<file path="config.mk">
export PLATFORM = sky130hd
export DESIGN_NAME = raster_engine_flat
export DESIGN_NICKNAME = d
export VERILOG_FILES = /design/src/rtl/raster_pkg.sv /design/src/rtl/raster_engine_if.sv /design/src/rtl/raster_line_stepper.sv /design/src/rtl/raster_engine.sv /design/src/flat_wrapper.sv
export SDC_FILE = /design/constraint.sdc
export NUM_CORES = 1
export LEC_CHECK = 0
export BUFFER_PORTS_ARGS = -buffer_cell sky130_fd_sc_hd__buf_2
export CAP_MARGIN = 5
export CORE_MARGIN = 2
export CORE_UTILIZATION = 55
export DETAILED_ROUTE_END_ITERATION = 16
export MAX_ROUTING_LAYER = met4
export PLACE_DENSITY = 0.79
export REMOVE_ABC_BUFFERS = 1
export SKIP_LAST_GASP = 1
export SLEW_MARGIN = 20
export SYNTH_ARGS = -nofsm -noshare
export SYNTH_HDL_FRONTEND = slang
export SYNTH_SLANG_ARGS = --single-unit
</file>
<file path="constraint.sdc">
create_clock -name clk -period 3.5 [get_ports clk]
set_input_delay 0.175 -clock clk [delete_from_list [all_inputs] [get_ports clk]]
set_output_delay 0.175 -clock clk [all_outputs]
set_load 0.02 [all_outputs]
</file>
<file path="src/rtl/raster_pkg.sv">
// raster_pkg: shared constants and types for the raster engine.
//   COORD_W      coordinate width (framebuffer is FB_DIM x FB_DIM)
//   ERR_W        signed width of the Bresenham error terms
//   CMD_*        command opcodes
//   state_e      engine FSM state encoding
//   clip_extent  origin + extent, saturated at the last column/row
package raster_pkg;

  localparam int unsigned COORD_W = 3;
  localparam int unsigned FB_DIM  = 1 << COORD_W;
  localparam int unsigned ERR_W   = 6;

  localparam logic [1:0] CMD_CLEAR = 2'b00;
  localparam logic [1:0] CMD_PIXEL = 2'b01;
  localparam logic [1:0] CMD_LINE  = 2'b10;
  localparam logic [1:0] CMD_RECT  = 2'b11;

  typedef enum logic [2:0] {
    StIdle  = 3'd0,
    StClear = 3'd1,
    StPixel = 3'd2,
    StLine  = 3'd3,
    StRect  = 3'd4
  } state_e;

  // Sum is formed one bit wider so an overflowing rectangle clips instead of wrapping.
  function automatic logic [COORD_W-1:0] clip_extent(input logic [COORD_W-1:0] origin,
                                                     input logic [COORD_W-1:0] extent);
    logic [COORD_W:0] sum;
    sum = {1'b0, origin} + {1'b0, extent};
    if (sum > (COORD_W+1)'(FB_DIM - 1)) begin
      return COORD_W'(FB_DIM - 1);
    end
    return sum[COORD_W-1:0];
  endfunction

endpackage

</file>
<file path="src/rtl/raster_engine_if.sv">
// raster_engine_if: command, status and row-read signals of the raster engine.
//   command/x1/y1/x2/y2/rect_width/rect_height/command_valid : decoded command in
//   busy/done/cmd_dropped                                     : status out
//   rd_row / rd_data                                          : combinational row read
// modport master drives commands (decoder/display side); slave is the engine.
interface raster_engine_if;
  import raster_pkg::*;

  logic [1:0]         command;
  logic [COORD_W-1:0] x1;
  logic [COORD_W-1:0] y1;
  logic [COORD_W-1:0] x2;
  logic [COORD_W-1:0] y2;
  logic [COORD_W-1:0] rect_width;
  logic [COORD_W-1:0] rect_height;
  logic               command_valid;
  logic               busy;
  logic               done;
  logic               cmd_dropped;
  logic [COORD_W-1:0] rd_row;
  logic [FB_DIM-1:0]  rd_data;

  modport master (
    output command, x1, y1, x2, y2, rect_width, rect_height, command_valid, rd_row,
    input  busy, done, cmd_dropped, rd_data
  );

  modport slave (
    input  command, x1, y1, x2, y2, rect_width, rect_height, command_valid, rd_row,
    output busy, done, cmd_dropped, rd_data
  );

endinterface

</file>
<file path="src/rtl/raster_line_stepper.sv">
// raster_line_stepper: Bresenham point generator, one point per step.
//   clk, rst_n          clock, async active-low reset
//   load                latch start/end points and initialise error terms
//   step                advance to the next point on the line
//   x_start/y_start     first point (inclusive)
//   x_end/y_end         last point (inclusive)
//   x, y                current point
//   last                current point is the end point
module raster_line_stepper
  import raster_pkg::*;
(
  input  logic               clk,
  input  logic               rst_n,
  input  logic               load,
  input  logic               step,
  input  logic [COORD_W-1:0] x_start,
  input  logic [COORD_W-1:0] y_start,
  input  logic [COORD_W-1:0] x_end,
  input  logic [COORD_W-1:0] y_end,
  output logic [COORD_W-1:0] x,
  output logic [COORD_W-1:0] y,
  output logic               last
);

  logic [COORD_W-1:0]      x_q, x_d, y_q, y_d, xe_q, xe_d, ye_q, ye_d;
  logic                    sx_q, sx_d, sy_q, sy_d;  // 1 = increment
  logic signed [ERR_W-1:0] dx_q, dx_d, dy_q, dy_d, err_q, err_d;

  logic [COORD_W-1:0]      adx, ady;
  logic signed [ERR_W-1:0] e2, add_x, add_y;
  logic                    move_x, move_y;

  always_comb begin
    x_d   = x_q;
    y_d   = y_q;
    xe_d  = xe_q;
    ye_d  = ye_q;
    sx_d  = sx_q;
    sy_d  = sy_q;
    dx_d  = dx_q;
    dy_d  = dy_q;
    err_d = err_q;

    adx    = (x_end >= x_start) ? (x_end - x_start) : (x_start - x_end);
    ady    = (y_end >= y_start) ? (y_end - y_start) : (y_start - y_end);
    e2     = err_q <<< 1;
    move_x = (e2 >= dy_q);
    move_y = (e2 <= dx_q);
    add_x  = move_x ? dy_q : '0;
    add_y  = move_y ? dx_q : '0;

    if (load) begin
      x_d   = x_start;
      y_d   = y_start;
      xe_d  = x_end;
      ye_d  = y_end;
      sx_d  = (x_end >= x_start);
      sy_d  = (y_end >= y_start);
      dx_d  = $signed(ERR_W'(adx));
      dy_d  = -$signed(ERR_W'(ady));
      err_d = dx_d + dy_d;
    end else if (step) begin
      err_d = err_q + add_x + add_y;
      if (move_x) begin
        x_d = sx_q ? (x_q + 1'b1) : (x_q - 1'b1);
      end
      if (move_y) begin
        y_d = sy_q ? (y_q + 1'b1) : (y_q - 1'b1);
      end
    end
  end

  always_ff @(posedge clk or negedge rst_n) begin
    if (!rst_n) begin
      x_q   <= '0;
      y_q   <= '0;
      xe_q  <= '0;
      ye_q  <= '0;
      sx_q  <= 1'b0;
      sy_q  <= 1'b0;
      dx_q  <= '0;
      dy_q  <= '0;
      err_q <= '0;
    end else begin
      x_q   <= x_d;
      y_q   <= y_d;
      xe_q  <= xe_d;
      ye_q  <= ye_d;
      sx_q  <= sx_d;
      sy_q  <= sy_d;
      dx_q  <= dx_d;
      dy_q  <= dy_d;
      err_q <= err_d;
    end
  end

  assign x    = x_q;
  assign y    = y_q;
  assign last = (x_q == xe_q) && (y_q == ye_q);

endmodule

</file>
<file path="src/rtl/raster_engine.sv">
// raster_engine: rasterises CLEAR/PIXEL/LINE/RECT commands into an 8x8 one-bit
// framebuffer at one pixel per clock.
//   clk, rst_n  clock, async active-low reset (aborts command, clears framebuffer)
//   bus         raster_engine_if.slave: command in, busy/done/cmd_dropped out,
//               combinational row read (rd_row -> rd_data, bit x = pixel (x, rd_row))
// Build option: define RASTER_XOR_MODE_EN to make PIXEL/LINE/RECT toggle pixels
// instead of setting them (CLEAR always zeroes).
module raster_engine
  import raster_pkg::*;
(
  input  logic            clk,
  input  logic            rst_n,
  raster_engine_if.slave  bus
);

  state_e             state_q, state_d;
  logic               busy_q;
  logic               done_q, done_d;
  logic               dropped_q, dropped_d;
  logic [COORD_W-1:0] x1_q, x1_d, y1_q, y1_d;
  logic [COORD_W-1:0] xe_q, xe_d, ye_q, ye_d;  // inclusive RECT corner after clipping
  logic [COORD_W-1:0] cx_q, cx_d, cy_q, cy_d;  // RECT scan position

  logic [FB_DIM-1:0][FB_DIM-1:0] fb_q, fb_d;  // fb_q[y][x]

  logic               line_load, line_step, line_last;
  logic [COORD_W-1:0] line_x, line_y;

  logic               wr_en, clr;
  logic [COORD_W-1:0] wr_x, wr_y;

  raster_line_stepper u_line_stepper (
    .clk     (clk),
    .rst_n   (rst_n),
    .load    (line_load),
    .step    (line_step),
    .x_start (bus.x1),
    .y_start (bus.y1),
    .x_end   (bus.x2),
    .y_end   (bus.y2),
    .x       (line_x),
    .y       (line_y),
    .last    (line_last)
  );

  always_comb begin
    state_d   = state_q;
    done_d    = 1'b0;
    dropped_d = dropped_q | (bus.command_valid && (state_q != StIdle));
    x1_d      = x1_q;
    y1_d      = y1_q;
    xe_d      = xe_q;
    ye_d      = ye_q;
    cx_d      = cx_q;
    cy_d      = cy_q;
    line_load = 1'b0;
    line_step = 1'b0;
    wr_en     = 1'b0;
    clr       = 1'b0;
    wr_x      = '0;
    wr_y      = '0;

    unique case (state_q)
      StIdle: begin
        // Done cycle is already StIdle, so a command here gives back-to-back throughput.
        if (bus.command_valid) begin
          x1_d      = bus.x1;
          y1_d      = bus.y1;
          xe_d      = clip_extent(bus.x1, bus.rect_width);
          ye_d      = clip_extent(bus.y1, bus.rect_height);
          cx_d      = bus.x1;
          cy_d      = bus.y1;
          line_load = (bus.command == CMD_LINE);
          case (bus.command)
            CMD_CLEAR: state_d = StClear;
            CMD_PIXEL: state_d = StPixel;
            CMD_LINE:  state_d = StLine;
            default:   state_d = StRect;
          endcase
        end
      end
      StClear: begin
        clr     = 1'b1;
        done_d  = 1'b1;
        state_d = StIdle;
      end
      StPixel: begin
        wr_en   = 1'b1;
        wr_x    = x1_q;
        wr_y    = y1_q;
        done_d  = 1'b1;
        state_d = StIdle;
      end
      StLine: begin
        wr_en = 1'b1;
        wr_x  = line_x;
        wr_y  = line_y;
        if (line_last) begin
          done_d  = 1'b1;
          state_d = StIdle;
        end else begin
          line_step = 1'b1;
        end
      end
      StRect: begin
        wr_en = 1'b1;
        wr_x  = cx_q;
        wr_y  = cy_q;
        if (cx_q == xe_q) begin
          if (cy_q == ye_q) begin
            done_d  = 1'b1;
            state_d = StIdle;
          end else begin
            cx_d = x1_q;
            cy_d = cy_q + 1'b1;
          end
        end else begin
          cx_d = cx_q + 1'b1;
        end
      end
      default: state_d = StIdle;
    endcase
  end

  always_comb begin
    fb_d = fb_q;
    if (clr) begin
      fb_d = '0;
    end else if (wr_en) begin
`ifdef RASTER_XOR_MODE_EN
      fb_d[wr_y][wr_x] = ~fb_q[wr_y][wr_x];
`else
      fb_d[wr_y][wr_x] = 1'b1;
`endif
    end
  end

  always_ff @(posedge clk or negedge rst_n) begin
    if (!rst_n) begin
      state_q   <= StIdle;
      busy_q    <= 1'b0;
      done_q    <= 1'b0;
      dropped_q <= 1'b0;
      x1_q      <= '0;
      y1_q      <= '0;
      xe_q      <= '0;
      ye_q      <= '0;
      cx_q      <= '0;
      cy_q      <= '0;
      fb_q      <= '0;
    end else begin
      state_q   <= state_d;
      busy_q    <= (state_d != StIdle);
      done_q    <= done_d;
      dropped_q <= dropped_d;
      x1_q      <= x1_d;
      y1_q      <= y1_d;
      xe_q      <= xe_d;
      ye_q      <= ye_d;
      cx_q      <= cx_d;
      cy_q      <= cy_d;
      fb_q      <= fb_d;
    end
  end

  assign bus.busy        = busy_q;
  assign bus.done        = done_q;
  assign bus.cmd_dropped = dropped_q;
  assign bus.rd_data     = fb_q[bus.rd_row];

endmodule

</file>
<file path="src/flat_wrapper.sv">
// flat-port wrapper written by rule: the top's interface ports become plain ports
module raster_engine_flat import raster_pkg::*;
  (clk, rst_n, bus_command, bus_x1, bus_y1, bus_x2, bus_y2, bus_rect_width, bus_rect_height, bus_command_valid, bus_rd_row, bus_busy, bus_done, bus_cmd_dropped, bus_rd_data);
  raster_engine_if bus_i ();
  input  logic clk;
  input  logic rst_n;
  input wire logic [$bits(bus_i.command)-1:0] bus_command;
  input wire logic [$bits(bus_i.x1)-1:0] bus_x1;
  input wire logic [$bits(bus_i.y1)-1:0] bus_y1;
  input wire logic [$bits(bus_i.x2)-1:0] bus_x2;
  input wire logic [$bits(bus_i.y2)-1:0] bus_y2;
  input wire logic [$bits(bus_i.rect_width)-1:0] bus_rect_width;
  input wire logic [$bits(bus_i.rect_height)-1:0] bus_rect_height;
  input wire logic [$bits(bus_i.command_valid)-1:0] bus_command_valid;
  input wire logic [$bits(bus_i.rd_row)-1:0] bus_rd_row;
  output wire logic [$bits(bus_i.busy)-1:0] bus_busy;
  output wire logic [$bits(bus_i.done)-1:0] bus_done;
  output wire logic [$bits(bus_i.cmd_dropped)-1:0] bus_cmd_dropped;
  output wire logic [$bits(bus_i.rd_data)-1:0] bus_rd_data;
  assign bus_i.command = bus_command;
  assign bus_i.x1 = bus_x1;
  assign bus_i.y1 = bus_y1;
  assign bus_i.x2 = bus_x2;
  assign bus_i.y2 = bus_y2;
  assign bus_i.rect_width = bus_rect_width;
  assign bus_i.rect_height = bus_rect_height;
  assign bus_i.command_valid = bus_command_valid;
  assign bus_i.rd_row = bus_rd_row;
  assign bus_busy = bus_i.busy;
  assign bus_done = bus_i.done;
  assign bus_cmd_dropped = bus_i.cmd_dropped;
  assign bus_rd_data = bus_i.rd_data;
  raster_engine u_core (.clk(clk), .rst_n(rst_n), .bus(bus_i));
endmodule
</file>
==> results of run 1 <==
where the power goes:
group	switching, W	total (W)	internal, W
Sequential	0.0000000000000000000138	0.00133	0.00133
Clock	0.000614	0.00192	0.00130
Combinational	0.000152	0.000252	0.0000992
Total	0.000767	0.00350	0.00273
sequential cells by signal, summed over array words and instances (netlist names):
register and count:
u_core.bus.busy 1, u_core.bus.cmd_dropped 1, u_core.bus.done 1, u_core.cx_q 3
u_core.cy_q 3, u_core.fb_q 64, u_core.state_q 3, u_core.u_line_stepper.dx_q 3
u_core.u_line_stepper.dy_q 5, u_core.u_line_stepper.err_q 5, u_core.u_line_stepper.sx_q 1, u_core.u_line_stepper.sy_q 1
u_core.u_line_stepper.x 3, u_core.u_line_stepper.xe_q 3, u_core.u_line_stepper.y 3, u_core.u_line_stepper.ye_q 3
u_core.x1_q 3, u_core.xe_q 3, u_core.y1_q 3, u_core.ye_q 3
final cells by class:
cell class / count / area (µm²) / share of cell area
Clock inverter: 12 / 200 / 0.0258
Timing Repair Buffer: 45 / 265 / 0.0342
Multi-Input combinational cell: 478 / 3610 / 0.465
Tap cell: 147 / 184 / 0.0237
Inverter: 44 / 165 / 0.0213
Sequential cell: 115 / 2880 / 0.371
Clock buffer: 20 / 457 / 0.0588
through the flow:
| step | instance area [µm²] | utilization | setup WS [ps] |
|---|---|---|---|
| after floorplan | 6610 | - | -740 |
| after global placement | 7020 | 0.587 | 110 |
| after detailed placement | 7020 | 0.587 | -136 |
| after CTS | 7710 | 0.644 | 7.61 |
| after global routing | 7760 | 0.649 | -7.53 |
| final | 7760 | 0.649 | 215 |
layer usage:
layer	vias to the layer above	track usage
met5	-	-
met4	0	0.115
met3	35	0.0540
met2	164	0.421
met1	2592	0.329
li1	2400	-
worst min-delay path by stage:
stage | from | endpoint | slack, ps | cells after the start
after global placement | rst_n | u_core.fb_q[37]$_DFFE_PN0P_ | 230 | 1
after floorplan | rst_n | u_core.bus.busy$_DFF_PN0_ | -120 | 0
after CTS | bus_x2[2] | u_core.u_line_stepper.xe_q[2]$_DFFE_PN0P_ | 20 | 2
after global routing | bus_y2[2] | u_core.u_line_stepper.ye_q[2]$_DFFE_PN0P_ | 30 | 2
final | bus_x2[2] | u_core.u_line_stepper.xe_q[2]$_DFFE_PN0P_ | 30 | 2
after detailed placement | rst_n | u_core.fb_q[37]$_DFFE_PN0P_ | 260 | 1
cell families (layout without fill, tap and decap cells):
group,Yosys count,count (layout)
DFF,115,115
muxes,42,42
AOI/OAI and AO/OA,179,179
xor gates and xnor gates,26,26
and+or+nand+nor,181,181
adders and majority gates,50,50
buffers and inverters,69,121
timing repair:
item	4_1_cts	5_1_grt
buffers inserted	0	4
hold buffers	1	0
hold endpoints to repair	49	0
gates resized for setup	4	4
endpoints found under the setup margin	1	1
pin swaps	0	4
worst max-delay path: cells and delay by family (launching register included):
family / cells / cell delay, ps
adders and majority gates: 3 / 1020
AOI/OAI and AO/OA: 6 / 880
and+or+nand+nor: 2 / 500
DFF: 1 / 390
xor gates and xnor gates: 2 / 250
buffers and inverters: 1 / 150
cells in the final DEF, fill, tap and decap left out, types with 9 or more instances in the layout:
cell type  instances
mux2i_1            9
buf_2             35
ha_1              36
a21o_1            11
nor2_1            74
fa_1              12
mux2_2            17
xnor2_1           13
nor2_2             9
o21ai_0           43
dfrtp_1          115
clkbuf_16         17
mux4_2            16
a21oi_1           75
nand2_1           48
inv_1             44
xor2_1            13
==> run_summary.xml, run 1 <==
<?xml version="1.0" encoding="UTF-8"?>
<metrics>
  <group name="place">
    <metric name="place.port_buffers" unit="">36</metric>
    <metric name="dpl.hpwl" unit="µm">10800</metric>
    <metric name="placed_cells_incl_taps" unit="">824</metric>
    <metric name="routabilityCongestion" unit="">0.809</metric>
  </group>
  <group name="floorplanning">
    <metric name="start_util" unit="">0.562</metric>
    <metric name="floorplan.die.width" unit="µm">115</metric>
    <metric name="rows" unit="">40</metric>
    <metric name="pin_count" unit="">37</metric>
    <metric name="die-area" unit="µm²">13100</metric>
    <metric name="floorplan.die.height" unit="µm">115</metric>
    <metric name="floorplan.core_area" unit="µm²">12000</metric>
  </group>
  <group name="worst_setup_path">
    <metric name="crit_path_max_incr_delay" unit="ps">480</metric>
    <metric name="crit_required" unit="ps">3820</metric>
    <metric name="path_class" unit="">reg2reg</metric>
    <metric name="regToRegEndpoint" unit="">u_core.u_line_stepper.err_q[4]$_DFFE_PN0P_</metric>
    <metric name="worstSetupEndpoint" unit="">u_core.u_line_stepper.err_q[4]$_DFFE_PN0P_</metric>
    <metric name="beginning_of_the_critical_path" unit="">u_core.u_line_stepper.dy_q[3]$_DFFE_PN0P_</metric>
    <metric name="crit_path_max_fanout" unit="">4</metric>
    <metric name="worst-r2r-setup-slack" unit="ps">210</metric>
    <metric name="critical_path.endpoint_type" unit="">register</metric>
    <metric name="worstReg2RegStart" unit="">u_core.u_line_stepper.dy_q[3]$_DFFE_PN0P_</metric>
    <metric name="start_kind" unit="">register</metric>
    <metric name="worstRegToRegCells" unit="">14</metric>
    <metric name="crit_arrival" unit="ps">3610</metric>
    <metric name="path_cells" unit="">inv_1 &gt; ha_4 &gt; a21o_1 &gt; o21ai_2 &gt; a21oi_2 &gt; and2_1 &gt; fa_1 &gt; ha_1 &gt; a21o_1 &gt; a21oi_2 &gt; xnor2_1 &gt; xnor2_1 &gt; or3_1 &gt; o211ai_1</metric>
    <metric name="crit_slowest_cell" unit="">fa_1</metric>
  </group>
  <group name="global_route">
    <metric name="grt_remaining_overflow" unit="">0</metric>
    <metric name="grt_max_degree" unit="">67</metric>
    <metric name="grtUsageTotal" unit="">0.264</metric>
    <metric name="first_global_vias" unit="">5226</metric>
    <metric name="number_of_antenna_violations_at_the_first_check_in_global_routing" unit="">0</metric>
    <metric name="first_pass_grt_wire_length" unit="µm">25900</metric>
  </group>
  <group name="synth">
    <metric name="dominantRegCellSynth" unit="">dfrtp_1</metric>
    <metric name="adder_cell_share_of_the_synthesized_area" unit="">0.108</metric>
    <metric name="post_synth_mux_area_share" unit="">0.0955</metric>
    <metric name="syn-cell-area" unit="µm²">6720</metric>
    <metric name="most_frequent_cell_after_synthesis" unit="">dfrtp_1</metric>
    <metric name="seq_cells_post_synth" unit="">115</metric>
    <metric name="synth_top_cell_by_area" unit="">dfrtp_1</metric>
    <metric name="synth_compound_area_frac" unit="">0.164</metric>
    <metric name="synthesis.yosys.warnings" unit="">0</metric>
    <metric name="synth.top_cells.by_count" unit="">dfrtp_1 (115), a21oi_1 (77), nor2_1 (74)</metric>
    <metric name="post_synth_num_cell_types" unit="">61</metric>
    <metric name="synth_xor_area_frac" unit="">0.0339</metric>
    <metric name="number_of_instances_in_the_synthesized_netlist" unit="">662</metric>
    <metric name="async_flop_share" unit="">1.00</metric>
    <metric name="synthSimpleGateAreaFrac" unit="">0.130</metric>
    <metric name="synth_seq_area_share" unit="">0.428</metric>
    <metric name="synth_top_family_by_area" unit="">compound AO/OA/AOI/OAI gates</metric>
    <metric name="synth.avg_cell_area" unit="µm²">10.2</metric>
    <metric name="synth_top_area_share" unit="">0.428</metric>
    <metric name="synth_enable_flop_cells" unit="">0</metric>
    <metric name="synth_area_leaders" unit="">dfrtp_1 (43%), ha_1 (6.9%), a21oi_1 (5.7%)</metric>
  </group>
  <group name="route">
    <metric name="routed_via_density" unit="">6.03</metric>
    <metric name="vias" unit="">5191</metric>
    <metric name="drt_pass1_iterations" unit="">5</metric>
    <metric name="wl_per_cell" unit="µm">18.0</metric>
    <metric name="ant_nets" unit="">0</metric>
    <metric name="maxUsedRoutingLayer" unit="">met4</metric>
    <metric name="drt-met1-wl" unit="µm">6540</metric>
    <metric name="drc_marker_count_from_the_first_detailed_route_iteration" unit="">508</metric>
    <metric name="post-route-drc-count" unit="">0</metric>
    <metric name="detail_route.wirelength" unit="µm">15500</metric>
    <metric name="met3_wirelength" unit="µm">813</metric>
    <metric name="routed-wl-met2" unit="µm">7750</metric>
  </group>
  <group name="cts">
    <metric name="clk_transition_reported_paths" unit="ps">50</metric>
    <metric name="cts_tree" unit="">done</metric>
    <metric name="clock_sinks" unit="">115</metric>
    <metric name="clock_tree.htree_level_count" unit="">4</metric>
    <metric name="clock_latency_late_sink" unit="ps">420</metric>
    <metric name="cts-root-to-sink-buffers" unit="">2</metric>
    <metric name="library_cell_used_as_clock_root_buffer" unit="">clkbuf_16</metric>
    <metric name="cts_made_buffers" unit="">17</metric>
  </group>
  <group name="power_and_ir_drop">
    <metric name="peak_supply_drop" unit="µV">216</metric>
    <metric name="power" unit="W">0.00350</metric>
    <metric name="cellLeakagePower" unit="nW">3.72</metric>
    <metric name="p_per_area" unit="nW/µm²">451</metric>
  </group>
  <group name="sta">
    <metric name="max_freq" unit="GHz">0.304</metric>
    <metric name="timing.clock.skew" unit="ps">9.49</metric>
    <metric name="final_period_minus_worst_setup_slack" unit="ps">3290</metric>
    <metric name="timing.hold.ws" unit="ps">31.5</metric>
    <metric name="drv_slew" unit="">0</metric>
    <metric name="hold_viol" unit="">0</metric>
    <metric name="timing.final.setup_violations" unit="">0</metric>
    <metric name="max_slew.worst_pin.slew" unit="ps">1080</metric>
    <metric name="worst_slew_margin_rel" unit="">0.281</metric>
    <metric name="timing.final.crit_share" unit="">0.939</metric>
    <metric name="final.setup.tns" unit="ps">0</metric>
  </group>
  <group name="cells_and_area">
    <metric name="layoutNonFillerInstCount" unit="">861</metric>
    <metric name="flow.area_growth_from_synthesis" unit="%">15.4</metric>
    <metric name="fillCellCount" unit="">941</metric>
    <metric name="drive_above_1_share" unit="">0.195</metric>
    <metric name="diodes" unit="">0</metric>
    <metric name="final_nets" unit="">777</metric>
  </group>
  <group name="job">
    <metric name="max_cap_violations" unit="">0</metric>
  </group>
  <group name="hold_path">
    <metric name="hold_class" unit="">in2reg</metric>
  </group>
  <group name="outcome">
    <metric name="result_of_the_run" unit="">complete, no violations</metric>
  </group>
</metrics>
No activity file was read; power rests on OpenSTA's default activity.
==> run 2, diff against run 1 <==
--- a/config.mk
+++ b/config.mk
@@ -12,6 +12,7 @@
 export DETAILED_ROUTE_END_ITERATION = 16
 export MAX_ROUTING_LAYER = met4
 export PLACE_DENSITY = 0.79
+export RECOVER_POWER = 100
 export REMOVE_ABC_BUFFERS = 1
 export SKIP_LAST_GASP = 1
 export SLEW_MARGIN = 20
==> run 2 against run 1 <==
Compared with the run above:
- largest power group unchanged
- via count decreased by 0.52%
- worst setup slack about the same
- routed wire length up 0.28%
- the flow now finishes with violations (max-capacitance violations, max-slew violations)
- utilization shrank 0.46 points
- count of clock-buffer cells in the layout unchanged
- critical path depth unchanged
- cell count unchanged
- hold slack lost 0.69 ps
- largest cell class unchanged
- combinational power is essentially flat
==> run_summary.xml, run 2 (same netlist as run 1, synthesis figures left out) <==
<?xml version="1.0" encoding="UTF-8"?>
<metrics>
  <group name="global_route">
    <metric name="first_pass_grt_wire_length" unit="µm">25900</metric>
    <metric name="grt_remaining_overflow" unit="">0</metric>
    <metric name="grtUsageTotal" unit="">0.264</metric>
    <metric name="grt_max_degree" unit="">67</metric>
    <metric name="number_of_antenna_violations_at_the_first_check_in_global_routing" unit="">0</metric>
    <metric name="first_global_vias" unit="">5226</metric>
  </group>
  <group name="worst_setup_path">
    <metric name="worst-r2r-setup-slack" unit="ps">210</metric>
    <metric name="path_cells" unit="">inv_1 &gt; ha_4 &gt; a21o_1 &gt; o21ai_2 &gt; a21oi_2 &gt; and2_1 &gt; fa_1 &gt; ha_1 &gt; a21o_1 &gt; a21oi_2 &gt; xnor2_1 &gt; xnor2_1 &gt; or3_1 &gt; o211ai_1</metric>
    <metric name="crit_required" unit="ps">3820</metric>
    <metric name="critical_path.endpoint_type" unit="">register</metric>
    <metric name="crit_arrival" unit="ps">3600</metric>
    <metric name="path_class" unit="">reg2reg</metric>
    <metric name="crit_path_max_fanout" unit="">4</metric>
    <metric name="crit_buf_inv" unit="">1</metric>
    <metric name="crit_path_max_incr_delay" unit="ps">480</metric>
    <metric name="critPathTopFamily" unit="">adder cells</metric>
    <metric name="crit_slowest_cell" unit="">fa_1</metric>
    <metric name="start_kind" unit="">register</metric>
  </group>
  <group name="hold_path">
    <metric name="hold_class" unit="">in2reg</metric>
  </group>
  <group name="cells_and_area">
    <metric name="diodes" unit="">0</metric>
    <metric name="largest_register" unit="">u_core.fb_q</metric>
    <metric name="flow.area_growth_from_synthesis" unit="%">14.6</metric>
    <metric name="most_used_cells_in_the_layout_excluding_fill_and_tap_cells" unit="">dfrtp_1 (115), nor2_1 (80), a21oi_1 (75)</metric>
    <metric name="register_area" unit="µm²">2880</metric>
    <metric name="finalInstanceArea" unit="µm²">7710</metric>
    <metric name="final_nets" unit="">777</metric>
    <metric name="number_of_flip_flops_in_the_largest_register" unit="">64</metric>
    <metric name="drive_above_1_share" unit="">0.167</metric>
    <metric name="final_util" unit="">0.644</metric>
    <metric name="fillCellCount" unit="">955</metric>
    <metric name="reg_top3" unit="">u_core.fb_q (64), u_core.u_line_stepper.dy_q (5), u_core.u_line_stepper.err_q (5)</metric>
    <metric name="area_occupied_by_multi_input_gates" unit="µm²">3580</metric>
    <metric name="layout_commonest_cell" unit="">dfrtp_1</metric>
  </group>
  <group name="cts">
    <metric name="library_cell_used_as_clock_root_buffer" unit="">clkbuf_16</metric>
    <metric name="clk_transition_reported_paths" unit="ps">50</metric>
    <metric name="clock_sinks" unit="">115</metric>
    <metric name="cts-root-to-sink-buffers" unit="">2</metric>
    <metric name="clock_latency_late_sink" unit="ps">420</metric>
    <metric name="cts_made_buffers" unit="">17</metric>
    <metric name="cts_tree" unit="">done</metric>
    <metric name="clock_tree.htree_level_count" unit="">4</metric>
  </group>
  <group name="outcome">
    <metric name="failed_checks" unit="">max-capacitance violations, max-slew violations</metric>
    <metric name="result_of_the_run" unit="">finished with violations</metric>
  </group>
  <group name="floorplanning">
    <metric name="floorplan.die.height" unit="µm">115</metric>
    <metric name="floorplan.core_area" unit="µm²">12000</metric>
    <metric name="start_util" unit="">0.562</metric>
    <metric name="rows" unit="">40</metric>
    <metric name="die-area" unit="µm²">13100</metric>
    <metric name="floorplan.die.width" unit="µm">115</metric>
    <metric name="pin_count" unit="">37</metric>
  </group>
  <group name="place">
    <metric name="placed_cell_area" unit="µm²">7020</metric>
    <metric name="place.port_buffers" unit="">36</metric>
    <metric name="dpl_ws" unit="ps">-136</metric>
    <metric name="routabilityCongestion" unit="">0.809</metric>
    <metric name="dpl.hpwl" unit="µm">10800</metric>
  </group>
  <group name="route">
    <metric name="vias" unit="">5164</metric>
    <metric name="ant_nets" unit="">0</metric>
    <metric name="met3_wirelength" unit="µm">831</metric>
    <metric name="drt-met1-wl" unit="µm">6580</metric>
    <metric name="routed-wl-met2" unit="µm">7740</metric>
    <metric name="maxUsedRoutingLayer" unit="">met4</metric>
    <metric name="routed_via_density" unit="">6.00</metric>
    <metric name="detail_route.wirelength" unit="µm">15500</metric>
    <metric name="drt_pass1_iterations" unit="">5</metric>
    <metric name="wl_per_cell" unit="µm">18.0</metric>
    <metric name="post-route-drc-count" unit="">0</metric>
    <metric name="drc_marker_count_from_the_first_detailed_route_iteration" unit="">493</metric>
  </group>
  <group name="sta">
    <metric name="max_slew.worst_pin.slew" unit="ps">2770</metric>
    <metric name="timing.clock.skew" unit="ps">11.3</metric>
    <metric name="final.setup.tns" unit="ps">0</metric>
    <metric name="drv_slew" unit="">64</metric>
    <metric name="timing.hold.ws" unit="ps">30.8</metric>
    <metric name="final_critical_path_setup_slack" unit="ps">215</metric>
    <metric name="hold_viol" unit="">0</metric>
    <metric name="timing.final.setup_violations" unit="">0</metric>
    <metric name="max_freq" unit="GHz">0.304</metric>
    <metric name="final_period_minus_worst_setup_slack" unit="ps">3290</metric>
    <metric name="worst_slew_margin_rel" unit="">-0.845</metric>
    <metric name="timing.final.crit_share" unit="">0.939</metric>
  </group>
  <group name="power_and_ir_drop">
    <metric name="cellLeakagePower" unit="nW">3.67</metric>
    <metric name="peak_supply_drop" unit="µV">216</metric>
    <metric name="p_per_area" unit="nW/µm²">454</metric>
  </group>
  <group name="job">
    <metric name="max_cap_violations" unit="">2</metric>
  </group>
</metrics>
[run 2: changes by cell type in the layout (fill, tap and decap cells not counted), sizes merged]
cell and delta:
buf -14, clkbuf +14
[run 2: metrics by stage]
step	cells	power, W
finish	861	0.00350
global route	861	0.00361
CTS	857	0.00352
detailed placement	824	0.00161
global placement	824	0.00160
floorplan	637	0.00150
[run 2: final timing paths]
path | start | end | depth (start not counted)
max in group asynchronous | rst_n | u_core.ye_q[1]$_DFFE_PN0P_ | 2
min in group asynchronous | rst_n | u_core.fb_q[22]$_DFFE_PN0P_ | 2
setup / recovery | u_core.u_line_stepper.dy_q[3]$_DFFE_PN0P_ | u_core.u_line_stepper.err_q[4]$_DFFE_PN0P_ | 14
setup reg to reg | u_core.u_line_stepper.dy_q[3]$_DFFE_PN0P_ | u_core.u_line_stepper.err_q[4]$_DFFE_PN0P_ | 14
hold reg to reg | u_core.fb_q[11]$_DFFE_PN0P_ | u_core.fb_q[11]$_DFFE_PN0P_ | 2
hold / removal | bus_x2[2] | u_core.u_line_stepper.xe_q[2]$_DFFE_PN0P_ | 2
[run 2: repair_timing]
item                                    4_1_cts  5_1_grt
hold endpoints to repair                     49        0
endpoints found under the setup margin        1        1
pin swaps                                     0        4
hold buffers                                  1        0
resized for setup                             4        4
setup buffers                                 0        4
gates cloned                                  0        0
[run 2: layer usage]
metal	track usage	vias up
met3	0.0540	34
li1	-	2399
met4	0.115	0
met2	0.421	175
met5	-	-
met1	0.329	2556
[run 2: report_power, final]
| part | total [W] | internal (W) | switching [W] |
|---|---|---|---|
| clock | 0.00191 | 0.00130 | 0.000614 |
| combinational | 0.000252 | 0.0000989 | 0.000153 |
| sequential | 0.00133 | 0.00133 | 0.0000000000000000000154 |
| total | 0.00350 | 0.00273 | 0.000767 |
[run 2: final cells by class]
cell class / instances / share of cell area
clock inverter: 12 / 0.0260
sequential: 115 / 0.373
inverter: 44 / 0.0214
multi-input combinational: 478 / 0.465
tap: 147 / 0.0239
timing repair buffer: 45 / 0.0315
clock buffer: 20 / 0.0593
